[config.mk]
export PLATFORM = sky130hd
export DESIGN_NAME = ap_kernel_host
export DESIGN_NICKNAME = d
export VERILOG_FILES = /design/src/rtl/ap_kernel_host_pkg.sv /design/src/rtl/ap_mem_bank.sv /design/src/rtl/ap_kernel_host.sv
export SDC_FILE = /design/constraint.sdc
export NUM_CORES = 1
export LEC_CHECK = 0
export CAP_MARGIN = 20
export CORE_ASPECT_RATIO = 1.2
export CORE_UTILIZATION = 45
export CTS_BUF_LIST = sky130_fd_sc_hd__clkbuf_8
export DETAILED_ROUTE_END_ITERATION = 16
export DONT_BUFFER_PORTS = 1
export GPL_ROUTABILITY_DRIVEN = 1
export PLACE_DENSITY = 0.61
export SYNTH_ARGS = -nofsm -noshare
export SYNTH_HDL_FRONTEND = slang
export SYNTH_SLANG_ARGS = --single-unit
[constraint.sdc]
create_clock -name ap_clk -period 2.4 [get_ports ap_clk]
set_clock_uncertainty 0.05 [all_clocks]
set_input_delay 0.36 -clock ap_clk [delete_from_list [all_inputs] [get_ports ap_clk]]
set_output_delay 0.36 -clock ap_clk [all_outputs]
set_load 0.01 [all_outputs]
[src/rtl/ap_kernel_host_pkg.sv]
// Shared types for the ap_ctrl_hs kernel host.
// State encoding and default widths.
package ap_kernel_host_pkg;

  localparam int DATA_W_DEF    = 32;
  localparam int ADDR_BITS_DEF = 2;

  typedef enum logic [1:0] {
    FILL,
    START,
    WAIT_DONE,
    DRAIN
  } state_t;

endpackage

[src/rtl/ap_mem_bank.sv]
// DEPTH x DATA_W flop bank: one write port, one registered
// read port, one combinational read port, synchronous clear.
module ap_mem_bank
  import ap_kernel_host_pkg::*;
#(
  parameter int ADDR_BITS = ADDR_BITS_DEF,
  parameter int DATA_W    = DATA_W_DEF
) (
  input  logic                 clk_i,
  input  logic                 rst_ni,
  input  logic                 clr_i,
  input  logic                 we_i,
  input  logic [ADDR_BITS-1:0] waddr_i,
  input  logic [DATA_W-1:0]    wdata_i,
  input  logic                 re_i,
  input  logic [ADDR_BITS-1:0] raddr_i,
  output logic [DATA_W-1:0]    rq_o,
  input  logic [ADDR_BITS-1:0] caddr_i,
  output logic [DATA_W-1:0]    cq_o
);

  localparam int DEPTH = 1 << ADDR_BITS;

  logic [DATA_W-1:0] mem_q [DEPTH];
  logic [DATA_W-1:0] rq_q;

  // Storage: clear beats write; registered read returns pre-write data.
  always_ff @(posedge clk_i or negedge rst_ni) begin
    if (!rst_ni) begin
      for (int i = 0; i < DEPTH; i++) begin
        mem_q[i] <= '0;
      end
      rq_q <= '0;
    end else begin
      if (clr_i) begin
        for (int i = 0; i < DEPTH; i++) begin
          mem_q[i] <= '0;
        end
      end else if (we_i) begin
        mem_q[waddr_i] <= wdata_i;
      end
      if (re_i) begin
        rq_q <= mem_q[raddr_i];
      end
    end
  end

  assign rq_o = rq_q;
  assign cq_o = mem_q[caddr_i];

endmodule

[src/rtl/ap_kernel_host.sv]
// Host side of an ap_ctrl_hs kernel: stream fill, kernel run
// with ap_memory in/out banks, stream drain.
module ap_kernel_host
  import ap_kernel_host_pkg::*;
#(
  parameter int ADDR_BITS = ADDR_BITS_DEF,
  parameter int DATA_W    = DATA_W_DEF
) (
  input  logic                 ap_clk,
  input  logic                 ap_rst_n,
  input  logic                 s_valid,
  output logic                 s_ready,
  input  logic [DATA_W-1:0]    s_data,
  output logic                 m_valid,
  input  logic                 m_ready,
  output logic [DATA_W-1:0]    m_data,
  output logic                 m_last,
  output logic                 ap_start,
  input  logic                 ap_done,
  input  logic                 ap_idle,
  input  logic                 ap_ready,
  input  logic [ADDR_BITS-1:0] in_r_address0,
  input  logic                 in_r_ce0,
  output logic [DATA_W-1:0]    in_r_q0,
  input  logic [ADDR_BITS-1:0] out_r_address0,
  input  logic                 out_r_ce0,
  input  logic                 out_r_we0,
  input  logic [DATA_W-1:0]    out_r_d0,
  output logic                 busy,
  output logic [31:0]          run_cycles,
  output logic                 protocol_err
);

  localparam int DEPTH = 1 << ADDR_BITS;
  localparam logic [ADDR_BITS-1:0] LAST = ADDR_BITS'(DEPTH - 1);

  state_t                 state_q, state_d;
  logic [ADDR_BITS-1:0]   wr_ptr_q, wr_ptr_d;
  logic [ADDR_BITS-1:0]   rd_ptr_q, rd_ptr_d;
  logic                   s_ready_q;
  logic [31:0]            cnt_q, cnt_d, cnt_inc;
  logic [31:0]            run_q, run_d;
  logic                   err_q, err_d;
  logic                   s_fire, in_run, enter_start, k_wr;
  logic [DATA_W-1:0]      in_cq, out_rq;
  logic                   unused_sig;

  assign s_fire      = s_valid & s_ready_q;
  assign in_run      = (state_q == START) | (state_q == WAIT_DONE);
  assign k_wr        = out_r_ce0 & out_r_we0;
  assign enter_start = (state_q == FILL) & (state_d == START);
  assign cnt_inc     = (&cnt_q) ? cnt_q : cnt_q + 32'd1;

  // Next state and pointer advance.
  always_comb begin
    state_d  = state_q;
    wr_ptr_d = wr_ptr_q;
    rd_ptr_d = rd_ptr_q;
    unique case (state_q)
      FILL: begin
        if (s_fire) begin
          wr_ptr_d = wr_ptr_q + 1'b1;
          if (wr_ptr_q == LAST) state_d = START;
        end
      end
      START: begin
        if (ap_ready) state_d = ap_done ? DRAIN : WAIT_DONE;
      end
      WAIT_DONE: begin
        if (ap_done) state_d = DRAIN;
      end
      DRAIN: begin
        if (m_ready) begin
          rd_ptr_d = rd_ptr_q + 1'b1;
          if (rd_ptr_q == LAST) state_d = FILL;
        end
      end
      default: state_d = FILL;
    endcase
  end

  // Run timer, latched result and sticky protocol error.
  always_comb begin
    cnt_d = cnt_q;
    run_d = run_q;
    err_d = err_q;
    if (enter_start) cnt_d = '0;
    else if (in_run) cnt_d = cnt_inc;
    if (in_run & ap_done) run_d = cnt_inc;
    if (~in_run & (k_wr | in_r_ce0 | ap_done)) err_d = 1'b1;
    if (ap_ready & (state_q != START)) err_d = 1'b1;
  end

  // Control registers.
  always_ff @(posedge ap_clk or negedge ap_rst_n) begin
    if (!ap_rst_n) begin
      state_q   <= FILL;
      wr_ptr_q  <= '0;
      rd_ptr_q  <= '0;
      s_ready_q <= 1'b0;
      cnt_q     <= '0;
      run_q     <= '0;
      err_q     <= 1'b0;
    end else begin
      state_q   <= state_d;
      wr_ptr_q  <= wr_ptr_d;
      rd_ptr_q  <= rd_ptr_d;
      s_ready_q <= (state_d == FILL);
      cnt_q     <= cnt_d;
      run_q     <= run_d;
      err_q     <= err_d;
    end
  end

  ap_mem_bank #(
    .ADDR_BITS(ADDR_BITS),
    .DATA_W   (DATA_W)
  ) u_in_bank (
    .clk_i  (ap_clk),
    .rst_ni (ap_rst_n),
    .clr_i  (1'b0),
    .we_i   (s_fire),
    .waddr_i(wr_ptr_q),
    .wdata_i(s_data),
    .re_i   (in_r_ce0),
    .raddr_i(in_r_address0),
    .rq_o   (in_r_q0),
    .caddr_i('0),
    .cq_o   (in_cq)
  );

  ap_mem_bank #(
    .ADDR_BITS(ADDR_BITS),
    .DATA_W   (DATA_W)
  ) u_out_bank (
    .clk_i  (ap_clk),
    .rst_ni (ap_rst_n),
    .clr_i  (enter_start),
    .we_i   (k_wr & in_run),
    .waddr_i(out_r_address0),
    .wdata_i(out_r_d0),
    .re_i   (1'b0),
    .raddr_i('0),
    .rq_o   (out_rq),
    .caddr_i(rd_ptr_q),
    .cq_o   (m_data)
  );

  assign unused_sig   = ^{in_cq, out_rq, ap_idle};

  assign s_ready      = s_ready_q;
  assign m_valid      = (state_q == DRAIN);
  assign m_last       = m_valid & (rd_ptr_q == LAST);
  assign ap_start     = (state_q == START);
  assign busy         = (state_q != FILL);
  assign run_cycles   = run_q;
  assign protocol_err = err_q;

endmodule

==> summary.txt <==
Timing
  – Hold slack: -0.5917 ns
  – Slew @ Worst Pin: about 0.95 ns
  – Final Setup Violations: 0
  – Final Hold Viols: 360
  – Rel. slew slack: 36.87%
  – Tcrit/Tclk final: between 90 and 100%
  – Max Clk Rate: around 430 MHz
  – Fin crit period: ~2.3 ns
  – RSZ-0062 raised after global routing: yes
  – Pins Over Slew Limit: 0
  – Final setup margin: slightly below 0.1 ns

Global routing
  – Largest net degree at the start of global routing: around 360
  – Initial antenna violation count: 0
  – Gr usage total: 22.46%
  – Global-route wire length before repair: 65810 um
  – Grt total ovfl: 0
  – Number of global-route vias before repair: ~12000

Synth
  – Synth top area cells: dfrtp_1, mux2_2, mux4_2
  – Post-synth top area share: a little over half
  – Main synth FF type: dfrtp_1
  – Ys async rst share: between 90% and 100%
  – Post-synth EDFFs: 0
  – Flops & latches, synth: between 300 and 400
  – Syn avg cell area: between 10 and 15 um2
  – YS warnings: 0
  – Distinct cell type count after synthesis: 55
  – Mapped Nets: about 1500
  – Area leader, netlist: dfrtp_1
  – Sequential fraction of the synthesis area: about 55%
  – Post-Syn Instances: approximately 1400
  – Post-Syn Area: roughly 16000 um2

Hold path
  – Type of the tightest min-delay check: input pin to asynchronous set/reset pin

Floorplan
  – I/O Pins: 180
  – Initial Util: a little under half
  – CORE AREA: between 30000 and 40000 um2
  – Site Rows: between 70 and 80
  – Die ar.: approximately 37000 um2
  – Chip width: around 180 um
  – Die Height: 211.4 um

Worst setup path
  – Critical Path Source: rd_ptr_q[0]
  – Worst setup EP type: primary output
  – Arrival time of the worst setup path: about 1.9 ns
  – Worst Setup Path Type: flip-flop to primary output
  – Reg2reg start: cnt_q[0]
  – Required @ worst endpoint: between 1.5 and 2 ns
  – Worst-path fanout max: 17
  – Crit start category: flip-flop

Place
  – Placed instance area: roughly 17000 um2
  – GP Congestion: about 0.78
  – Pre-CTS setup slack: ~0.12 ns
  – IO buf count: 0
  – Dpl hpwl: around 24000 um

Layout
  – Area of the multi-input gates: 7030 um2
  – Inserted Diodes: 0
  – Share of cells above drive strength 1: about a quarter
  – Fill count: approximately 3200
  – Register area: between 9000 and 10000 um2
  – Design area: roughly 19000 um2
  – Final nets: 1607
  – P&R area growth vs syn: 16.70%

Flow run
  – Max-cap violations: 0

Clocking
  – Clk root buf: clkbuf_8
  – # hold bufs at CTS: 72
  – Num CTS Buffers: slightly below 60
  – Clock Latency Late Sink: approximately 0.63 ns
  – Clock tree sinks: between 300 and 400
  – H-Tree Depth: 2
  – Clk slew on worst S/H paths: approximately 0.060 ns
  – TritonCTS clock tree: built
  – Max clock buf depth: 3

Route
  – DRT antenna net count: 0
  – Router iterations before antenna repair: 5
  – Final WL: just over 40000 um
  – Starting DRT DRC Count: just over 600
  – Vias per cell: between 5 and 6
  – Mean routed wirelength per cell: between 20 and 25 um
  – # DRC: 0
  – Vias: about 11000

Status
  – Status: complete, but fails checks
  – Failing checks: negative hold slack

Power
  – Flop pwr share: a little under half
  – Clk pwr share: 25.0%
  – Sw frac: 32.10%
  – Leakage: 8.213 nW
  – Peak VDD IR: ~0.61 mV
  – P_sw: between 6 and 7 mW
  – Pwr Density: between 1000 and 1500 nW/um2
  – Internal power: roughly 14 mW
  – Combinational Power Share: around 29%
==> critical path, stage by stage (launching register included) <==
cell and delay [ns]:
dfrtp_2 0.44, clkbuf_16 0.25, mux4_2 0.59
==> Yosys cell counts (all sizes together), types with 3 or more instances <==
cell,instances
a21o,3
a21oi,166
a31oi,19
and2,7
and3,10
and4,3
buf,26
clkbuf,76
dfrtp,360
ha,10
inv,11
mux2,162
mux4,64
nand2,296
nand3,22
nand4,13
nor2,35
nor3,7
nor4,6
o21ai,47
o31ai,11
o41ai,3
or3,34
or4,7
xnor2,8
xor2,4
==> power by group through the flow <==
stage	Sequential (mW)	Combinational, mW	Clock [mW]
6_report	9.74	6.18	5.32
2_1_floorplan	9.37	4.71	0
3_3_place_gp	9.70	5.79	0
4_1_cts	9.73	6.16	5.50
5_1_grt	10.0	6.78	5.75
3_5_place_dp	9.84	5.97	0
==> cells by family after synthesis <==
kind of cell             Yosys count  synth area share [%]
flip-flops                       360                 54.77
AO/OA/AOI/OAI                    263                 8.802
buffers and inverters            113                 2.830
XOR/XNOR                          12                0.6390
AND/OR/NAND/NOR                  448                 12.22
adder cells (fa/ha/maj)           10                0.7607
multiplexers                     228                 19.98
==> sequential cells by signal, indices dropped and copies added, names as in the netlist <==
signal,cells
cnt_q,32
u_out_bank.mem_q,128
s_ready,1
rd_ptr_q,2
u_in_bank.rq_o,32
run_cycles,32
wr_ptr_q,2
u_in_bank.mem_q,128
protocol_err,1
state_q,2
==> final timing paths <==
| kind | endpoint | slack, ns | cells past startpoint |
|---|---|---|---|
| worst max register to register | cnt_q[25] | 0.11 | 7 |
| worst min-delay path | u_in_bank.mem_q[75] | -0.59 | 0 |
| worst min register to register | u_in_bank.mem_q[46] | 0.45 | 1 |
| max in group asynchronous | u_out_bank.mem_q[115] | 2.13 | 0 |
| worst max-delay path | m_data[30] | 0.1 | 2 |
| min in group ap_clk | u_in_bank.rq_o[0] | 0.05 | 2 |
==> layout make-up <==
type	instances	area share, %
Timing Repair Buffer	126	6.988
Tap cell	468	3.051
Multi-Input combinational cell	961	36.63
Inverter	11	0.2151
Sequential cell	360	46.94
Clock inverter	35	0.9387
Clock buffer	73	5.235
==> placed cells by master, fill, tap and decap left out, drive strengths merged, types with 8 or more instances in the layout <==
cell         instances
a21oi              166
a31oi               19
and3                10
buf                 55
clkbuf              74
clkinv              11
dfrtp              360
dlygate4sd3         70
ha                  10
inv                 33
mux2               162
mux4                64
nand2              296
nand3               22
nand4               13
nor2                35
o21ai               47
o31ai               11
or3                 34
xnor2                8
==> layer usage <==
| layer | global-route usage [%] | part of all wire [%] | vias up |
|---|---|---|---|
| met5 | 0 | 0 | - |
| met4 | 6.748 | 2.3 | 0 |
| met3 | 6.376 | 7.5 | 69 |
| met2 | 38.51 | 51 | 293 |
| met1 | 27.30 | 40 | 5712 |
| li1 | - | - | 5289 |
==> timing repair <==
item / 4_1_cts / 5_1_grt
resized for setup: 0 / 5
setup buffers: 0 / 2
hold endpoints to repair: 653 / 360
endpoints found under the setup margin: 0 / 47
==> metrics by stage <==
step,hold WS [ns],utilization (%),setup TNS (ns),cells,power (mW)
floorplan,0.01441,-,0,1434,14.08
global placement,0.02660,47.85,0,1851,15.48
detailed placement,0.02662,47.85,0,1851,15.80
CTS,-0.6653,53.21,0,2031,21.38
global route,-0.6447,53.40,-0.05649,2034,22.57
finish,-0.5917,53.40,0,2034,21.24
Note: power is estimated with default switching activity, not from simulation.
